<file path="config.mk">
export PLATFORM = sky130hd
export DESIGN_NAME = key_conditioner
export DESIGN_NICKNAME = d
export VERILOG_FILES = /design/src/rtl/key_conditioner.sv
export SDC_FILE = /design/constraint.sdc
export NUM_CORES = 1
export LEC_CHECK = 0
export CORE_MARGIN = 8
export CORE_UTILIZATION = 58
export DETAILED_ROUTE_END_ITERATION = 8
export HOLD_SLACK_MARGIN = 0.06
export PLACE_DENSITY_LB_ADDON = 0.15
export SYNTH_ARGS = -nofsm -noshare
export SYNTH_HDL_FRONTEND = slang
export SYNTH_SLANG_ARGS = --single-unit
</file>
<file path="constraint.sdc">
create_clock -name clk -period 2.6 [get_ports clk]
set_input_delay 0.78 -clock clk [delete_from_list [all_inputs] [get_ports clk]]
set_output_delay 0.78 -clock clk [all_outputs]
set_load 0.01 [all_outputs]
</file>
<file path="src/rtl/key_conditioner.sv">
// key_conditioner
// Front-end conditioning for the serial multiplier processor. Raw active-low
// pushbuttons are double-flop synchronized, debounced and turned into a clean
// pressed level plus one-cycle press/release pulses. Slide switches are
// double-flop synchronized only.
//
// Ports:
//   clk          system clock
//   reset        synchronous, active-high reset
//   key_n        raw pushbuttons, active-low, asynchronous
//   sw_raw       raw slide switches, asynchronous
//   key_level    debounced key state, 1 = pressed
//   key_press    one-cycle pulse on key_level 0->1
//   key_release  one-cycle pulse on key_level 1->0
//   sw_sync      synchronized switch value (sw_raw delayed 2 edges)
module key_conditioner #(
  parameter int NUM_KEYS        = 3,
  parameter int SW_WIDTH        = 8,
  parameter int DEBOUNCE_CYCLES = 250000
) (
  input  logic                clk,
  input  logic                reset,
  input  logic [NUM_KEYS-1:0] key_n,
  input  logic [SW_WIDTH-1:0] sw_raw,
  output logic [NUM_KEYS-1:0] key_level,
  output logic [NUM_KEYS-1:0] key_press,
  output logic [NUM_KEYS-1:0] key_release,
  output logic [SW_WIDTH-1:0] sw_sync
);

  localparam int            CW       = (DEBOUNCE_CYCLES > 1) ? $clog2(DEBOUNCE_CYCLES) : 1;
  localparam logic [CW-1:0] CNT_LAST = CW'(DEBOUNCE_CYCLES - 1);

  // Key chain works on the inverted (active-high) key, so the reset value 0
  // means "released" in both stages.
  logic [NUM_KEYS-1:0] key_meta_r;
  logic [NUM_KEYS-1:0] key_sync_r;
  logic [SW_WIDTH-1:0] sw_meta_r;
  logic [CW-1:0]       cnt_r [NUM_KEYS];

  logic [NUM_KEYS-1:0] differ_s;
  logic [NUM_KEYS-1:0] expire_s;

  // A key is ready to change once it has disagreed with the level for the
  // full debounce window; the counter holds the number of disagreeing
  // samples seen so far, so the final disagreeing sample arrives at CNT_LAST.
  always_comb begin
    differ_s = key_sync_r ^ key_level;
    expire_s = '0;
    for (int i = 0; i < NUM_KEYS; i++) begin
      if (differ_s[i] && (cnt_r[i] == CNT_LAST)) begin
        expire_s[i] = 1'b1;
      end else begin
        expire_s[i] = 1'b0;
      end
    end
  end

  // Synchronizers, debounce counters, level and pulse registers.
  always_ff @(posedge clk) begin
    if (reset) begin
      key_meta_r  <= '0;
      key_sync_r  <= '0;
      sw_meta_r   <= '0;
      sw_sync     <= '0;
      key_level   <= '0;
      key_press   <= '0;
      key_release <= '0;
      for (int i = 0; i < NUM_KEYS; i++) begin
        cnt_r[i] <= '0;
      end
    end else begin
      key_meta_r <= ~key_n;
      key_sync_r <= key_meta_r;
      sw_meta_r  <= sw_raw;
      sw_sync    <= sw_meta_r;

      // Counter clears on any agreeing sample (bounce restarts the window)
      // and on acceptance, so it can never exceed CNT_LAST.
      for (int i = 0; i < NUM_KEYS; i++) begin
        if (!differ_s[i] || expire_s[i]) begin
          cnt_r[i] <= '0;
        end else begin
          cnt_r[i] <= cnt_r[i] + CW'(1);
        end
      end

      key_level   <= key_level ^ expire_s;
      key_press   <= expire_s & key_sync_r;
      key_release <= expire_s & ~key_sync_r;
    end
  end

endmodule

</file>
---- Word level (Yosys, flattened, before mapping) ----
Memories as Yosys holds them, arrays and structs flattened.
Cells that the tools add are included.
Widths: inputs -> output; s select.
word-level totals
  output and inout bits ................... 17
  word-level logic and storage cells ...... 64
  register bits after elaboration ......... 31
  latch bits .............................. 0
  input port bits ......................... 13
  bits in read-only memories .............. 0
  bits in writable memories ............... 54
  memories ................................ 1
operators by class
  equality and inequality tests ........... 3
  $lt $le $gt $ge ......................... 0
  mux-type cells .......................... 29
  div/mod/pow operators ................... 0
  shifts and indexed selects .............. 0
  multipliers ............................. 0
  reductions and logical operators ........ 9
  $add $sub $neg .......................... 3
  bitwise gates (word level) .............. 12
memory list
  name   words  bits a word  rd ports  clocked after Yosys merged registers in  wr ports  line  text
  cnt_r  3      18           3         0                                        3         39    logic [CW-1:0] cnt_r [NUM_KEYS];
operators with widths
  kind                   number
  $mux 18                6
  $add 18x1->18 const B  3
  $eq 18x18->1 const B   3
  $mux 1                 23
  $and 3x3->3            2
  $not 3->3              2
  $or 1x1->1             6
  $xor 3x3->3            2
  $logic_and 1x1->1      3
  $logic_not 1->1        3
  $logic_or 1x1->1       3

---- Logic depth before layout (Yosys ltp) ----
Gate-level depths: netlist (run 1).
  depth after elaboration ................. 9
  depth in mapped cells ................... 7
  mapped depth without buffers ............ 5

---- Least setup slack after synthesis (run 1) ----
No wires, ideal clock.
  path kind ............................... reg-to-reg
  start ................................... memory cnt_r[1][0] in the netlist's numbering
  end ..................................... memory cnt_r[1][10] in the netlist's numbering (data pin)
  setup time .............................. 0.257 ns
  data required time ...................... 2.343 ns
  setup slack ............................. 0.492 ns
  path buffers ............................ 1
  clock period less this slack ............ 2.108 ns
  stages on the path, launching flop included .. 7
  data arrival time ....................... 1.852 ns
  cells stage by stage .................... edfxtp_1 > ha_1 > nand3_1 > or4_1 > o21ai_1 > buf_2 > nor2_1
RTL lines
  element          line
  start, declared  39

==> run metrics, run 1 <==
CTS resizes=0; endpoints failing hold=0; Hold Buf Count CTS=0; footprint of the multi-input gates=0.00178 sq mm; Arrival @ worst endpoint=2460 ps; leakage power=1.62 nW; Post-Place Setup Slack=342 ps; die width=97.8 microns; ANT cells=0; outcome=finished clean; share of layout cells above drive strength 1=0.0592; Cell Pwr Density=551 mW/mm^2; CTS H-tree lvls=3; Critical Path Max Stage Delay=660 ps; fill count=513; final count of negative-setup-slack endpoints=0; CTS tree=yes; first-pass GRT wire length=12.0 mm; kind of critical path=reg2reg; final setup margin=345 ps; initial antenna violation count=0; Placed Area=0.00448 sq mm; cell types occupying the most area after synthesis=edfxtp_1 (42%), dfxtp_1 (16%), xor2_1 (4.1%); clock skew=8.59 ps; HP Start=sw_meta_r[2]; Remaining DRCs=0; TNS Setup=0 ps; upper clock frequency limit=443 MHz; Seq/Total Area, Yosys=0.577; worst flop-to-flop path startpoint=cnt_r[1][0]; CTS sink cnt=85; Detail Placement HPWL=5.05 mm; maximum VDD drop=0.356 mV; Initial Utilization=0.585; Pins Over Slew Limit=0; Wirelength per Cell=13.1 microns; Synth top area share=0.417; largest net degree at the start of global routing=24; CP startpoint=cnt_r[1][0]; CP most frequent cell=or4_1; Ports=30; area growth from synthesis to layout=20.4%; gpl congestion=0.811; worst min path class=reg2reg; Seq. cell area=0.00224 sq mm; Main synth FF type=edfxtp_1; die span in y=97.8 microns; Total Routing Usage GR=0.153; crit end category=flip-flop; initial drt markers=147; cell family with most CP delay=simple AND/OR/NAND/NOR gates; total gr overflow=0; Levels on crit path=5; CP Cell Sequence=ha_1 > nand3_1 > or4_1 > or4_1 > a21oi_1; slowest CP cell=or4_1; Final Cell Area=0.00468 sq mm; fraction of registers with async set/reset=0; synth unique cells=38; Critical Path RT=2810 ps; Detail Route Antenna Nets=0; PortBufs=29; top cells by count, synth=edfxtp_1 (54), nor2_1 (39), dfxtp_1 (31); Setup Buffers After CTS=0; Yosys top cell by area=edfxtp_1; nets=467; Tmin final=2250 ps; Final Routed Wirelength=7.04 mm; iteration count of the initial detailed-routing pass=4; cells after synthesis=361; yosys warns=0; RSZ-0062 raised after global routing=no; Synth Cell Area=0.00388 sq mm; Rows=30; Placeable Area=0.00664 sq mm; Clock Pin Slew Worst Setup and Hold Paths=100 ps; Syn Area/Cell=10.8 sq um; hold path cells=1; R2R depth=5; Max-Cap Viols=0; number of enable flip-flop cells after synthesis=54; die area=0.00957 sq mm; Max Root-Sink Buffers=2; Worst-Skew Late Latency=360 ps; Yosys reg bits=85; most frequent cell after synthesis=edfxtp_1; worst path buffer plus inverter count=0; clock buffer count from CTS=9; fin util=0.704; Startpoint Class=flip-flop; CP Max Fanout=7; Clock Tree Root=clkbuf_8; final period utilization=0.867; vias per cell=5.32; vias in the first global route=2684; Vias=2849
==> cells by family (layout without fill, tap and decap cells) <==
group,after synthesis,count (layout),synth area share
flops,85,85,0.577
simple gates,182,182,0.259
buf+inv,15,57,0.0171
xor+xnor,33,33,0.0744
fa+ha+maj,3,3,0.00966
other cells,1,54,0.000965
compound gates,42,42,0.0615
==> cell type report <==
cell class / instances / share of cell area
inverters: 6 / 0.00482
clock inverters: 7 / 0.0163
flip-flops and latches: 85 / 0.480
repair buffers: 35 / 0.0717
clock buffers: 9 / 0.0265
multi-input cells: 314 / 0.380
well taps: 80 / 0.0214
==> cell usage in the layout, fill, tap and decap left out, drive strengths merged, types with 10 or more instances in the layout <==
master         instances
nor2b                 19
nor3                  13
clkdlybuf4s50         29
nand3                 22
dfxtp                 31
xor2                  18
nand4                 11
xnor2                 15
or4                   11
o21ai                 13
nand2                 20
inv                   10
a21oi                 20
nor2                  39
edfxtp                54
conb                  54
==> layer usage <==
layer / routed length, microns / part of all wire / GRT usage / vias up
met1: 3210 / 0.46 / 0.187 / 1335
met4: 164 / 0.023 / 0.0815 / 0
met5: 0 / 0 / 0 / -
li1: - / - / - / 1450
met2: 3400 / 0.48 / 0.250 / 51
met3: 267 / 0.038 / 0.0306 / 13
==> stage by stage <==
stage,cells,hold WS [ps],total power [mW]
after global placement,520,418,1.68
after detailed placement,520,427,1.68
after CTS,536,442,2.60
after global routing,536,450,2.67
after floorplan,414,414,1.63
final,536,438,2.58
==> power by group <==
| part | internal (mW) | total (mW) | switching (mW) |
|---|---|---|---|
| sequential | 1.48 | 1.53 | 0.0468 |
| combinational | 0.0626 | 0.126 | 0.0631 |
| clock | 0.382 | 0.921 | 0.539 |
| total | 1.93 | 2.58 | 0.649 |
==> sequential cells by signal, indices dropped and copies added, names as in the netlist, named ones only <==
signal,count
cnt_r,54
sw_meta_r,8
sw_sync,8
key_meta_r,3
key_press,3
key_release,3
key_sync_r,3
==> final timing paths <==
path	slack [ps]	to
worst max-delay path	350	cnt_r[1][16]
worst min-delay path	440	sw_sync[2]
worst max register to register	350	cnt_r[1][16]
worst min register to register	440	sw_sync[2]
No activity file was read; power rests on OpenSTA's default activity.
==> inputs of run 2 (changes only) <==
--- a/config.mk
+++ b/config.mk
@@ -5,7 +5,8 @@
 export SDC_FILE = /design/constraint.sdc
 export NUM_CORES = 1
 export LEC_CHECK = 0
-export CORE_MARGIN = 8
+export CAP_MARGIN = 20
+export CORE_MARGIN = 2
 export CORE_UTILIZATION = 58
 export DETAILED_ROUTE_END_ITERATION = 8
 export HOLD_SLACK_MARGIN = 0.06
==> run 2 against run 1 <==
Against the previous run: the run now ends with design-rule violations left; largest power group unchanged; combinational power about the same; critical path depth decreased by 1; via count decreased by 0.39%; critical path type unchanged; non-clock buffer count decreased by 2; critical endpoint is now cnt_r[0][7]; clock-buffer cell count increased by 1; cell count decreased by 0.93%; final area about the same; register-to-register slack got worse by 190 ps.
==> run metrics, run 2 (synthesis results as in run 1) <==
total gr overflow=0 (unchanged); nets=465 (was 467); Placed Area=0.00446 sq mm (was 0.00448 sq mm); Vias=2838 (was 2849); Initial Utilization=0.605 (was 0.585); CTS sink cnt=85 (unchanged); Max-Cap Viols=0 (unchanged); largest net degree at the start of global routing=25 (was 24); Setup Buffers After CTS=0 (unchanged); initial drt markers=191 (was 147); Critical Path Max Stage Delay=570 ps (was 660 ps); upper clock frequency limit=408 MHz (was 443 MHz); share of layout cells above drive strength 1=0.0551 (was 0.0592); Critical Path RT=2680 ps (was 2810 ps); initial antenna violation count=0 (unchanged); crit end category=flip-flop (unchanged); cell family with most CP delay=simple AND/OR/NAND/NOR gates (unchanged); TNS Setup=0 ps (unchanged); largest registers=cnt_r x54, sw_meta_r x8, sw_sync x8 (unchanged); slew at the pin closest to its max-slew limit=684 ps; CTS resizes=0 (unchanged); failing checks=design-rule violations; Placeable Area=0.00642 sq mm (was 0.00664 sq mm); first-pass GRT wire length=11.9 mm (was 12.0 mm); Clock Power Share=0.381 (was 0.357); CP Cell Sequence=or4b_1 > or3_1 > o21ai_2 > nor2_1 (was ha_1 > nand3_1 > or4_1 > or4_1 > a21oi_1); fin cells=531 (was 536); area growth from synthesis to layout=20.4% (about the same); die span in y=85.8 microns (was 97.8 microns); Final Cell Area=0.00468 sq mm (about the same); Rows=29 (was 30); Cell Pwr Density=573 mW/mm^2 (was 551 mW/mm^2); most frequent cells in the layout=edfxtp_1 (54), conb_1 (54), nor2_1 (39), dfxtp_1 (31), clkdlybuf4s50_1 (29) (unchanged); Sw Ratio=0.230 (was 0.252); outcome=complete, but fails checks (was finished clean); CTS tree=yes (unchanged); final count of negative-setup-slack endpoints=0 (unchanged); Total Routing Usage GR=0.207 (was 0.153); vias in the first global route=2673 (was 2684); CP Max Fanout=17 (was 7); worst path buffer plus inverter count=0 (unchanged); Post-Place Setup Slack=158 ps (was 342 ps); endpoints failing hold=0 (unchanged); RSZ-0062 raised after global routing=no (unchanged); Worst-Skew Late Latency=350 ps (was 360 ps); Remaining DRCs=6 (was 0); slowest CP cell=or4b_1 (was or4_1); CTS H-tree lvls=3 (unchanged); Arrival @ worst endpoint=2520 ps (was 2460 ps); final setup margin=152 ps (was 345 ps); number of flip-flops under the largest register name=54 (unchanged); Final Routed Wirelength=7.10 mm (was 7.04 mm); Reg power frac=0.572 (was 0.594); cell-internal power=2.06 mW (was 1.93 mW); Ports=30 (unchanged); Clock Tree Root=clkbuf_8 (unchanged); Net Switching=0.615 mW (was 0.649 mW); die area=0.00737 sq mm (was 0.00957 sq mm); die width=85.8 microns (was 97.8 microns); Top reg by flops=cnt_r (unchanged); clock skew=12.4 ps (was 8.59 ps); vias per cell=5.34 (was 5.32); final period utilization=0.942 (was 0.867); placed cell count=515 (was 520); ANT cells=0 (unchanged); Clock Pin Slew Worst Setup and Hold Paths=90 ps (was 100 ps); Wirelength per Cell=13.4 microns (was 13.1 microns); Detail Placement HPWL=4.92 mm (was 5.05 mm); PortBufs=29 (unchanged); Max Root-Sink Buffers=2 (unchanged); Hold Buf Count CTS=0 (unchanged); Slew headroom=0.544; gpl congestion=0.815 (was 0.811); Detail Route Antenna Nets=0 (unchanged); Pins Over Slew Limit=0 (unchanged); combinational group share of total power=0.047 (was 0.049); kind of critical path=reg2reg (unchanged); iteration count of the initial detailed-routing pass=6 (was 4); Startpoint Class=flip-flop (unchanged); Tmin final=2450 ps (was 2250 ps); maximum VDD drop=0.352 mV (was 0.356 mV); clock buffer count from CTS=9 (unchanged); worst min path class=reg2reg (unchanged); leakage power=1.62 nW (about the same)
-- run 2: cell types whose count changed in the layout (fill, tap and decap cells not counted), sizes merged --
cell,before,now
clkinv,3,0
buf,6,4
bufinv,0,1
clkbuf,9,10
inv,10,11
-- run 2: per-stage QoR --
stage                util  power [mW]  hold WS (ps)
global route        0.728        2.77           463
CTS                 0.728        2.70           439
floorplan               -        1.63           414
global placement    0.694        1.68           417
detailed placement  0.694        1.68           422
finish              0.728        2.68           435
-- run 2: path summary, 6_finish.rpt --
| kind | slack (ps) | end | cells after the start | startpoint |
|---|---|---|---|---|
| min reg2reg | 440 | sw_sync[3] | 1 | sw_meta_r[3] |
| min | 440 | sw_sync[3] | 1 | sw_meta_r[3] |
| max reg2reg | 150 | cnt_r[0][7] | 4 | cnt_r[0][9] |
| max | 150 | cnt_r[0][7] | 4 | cnt_r[0][9] |
-- run 2: power by group through the flow --
stage	Sequential, mW	Clock, mW	Combinational (mW)
6_report	1.53	1.02	0.127
5_1_grt	1.54	1.09	0.143
4_1_cts	1.53	1.04	0.125
3_5_place_dp	1.56	0	0.123
3_3_place_gp	1.56	0	0.120
2_1_floorplan	1.55	0	0.0767
-- run 2: cell type report --
class / count / area (sq um)
Tap cell: 77 / 96.3
Timing Repair Buffer: 33 / 320
Inverter: 6 / 22.5
Clock buffer: 10 / 149
Sequential cell: 85 / 2240
Fill cell: 451 / 1750
Clock inverter: 6 / 71.3
Multi-Input combinational cell: 314 / 1780
-- run 2: metal layers --
metal / vias to the layer above / share of wire / track usage
li1: 1433 / - / -
met1: 1322 / 0.46 / 0.276
met2: 79 / 0.48 / 0.330
met3: 4 / 0.049 / 0.0481
met4: 0 / 0.0085 / 0.0779
met5: - / 0 / 0
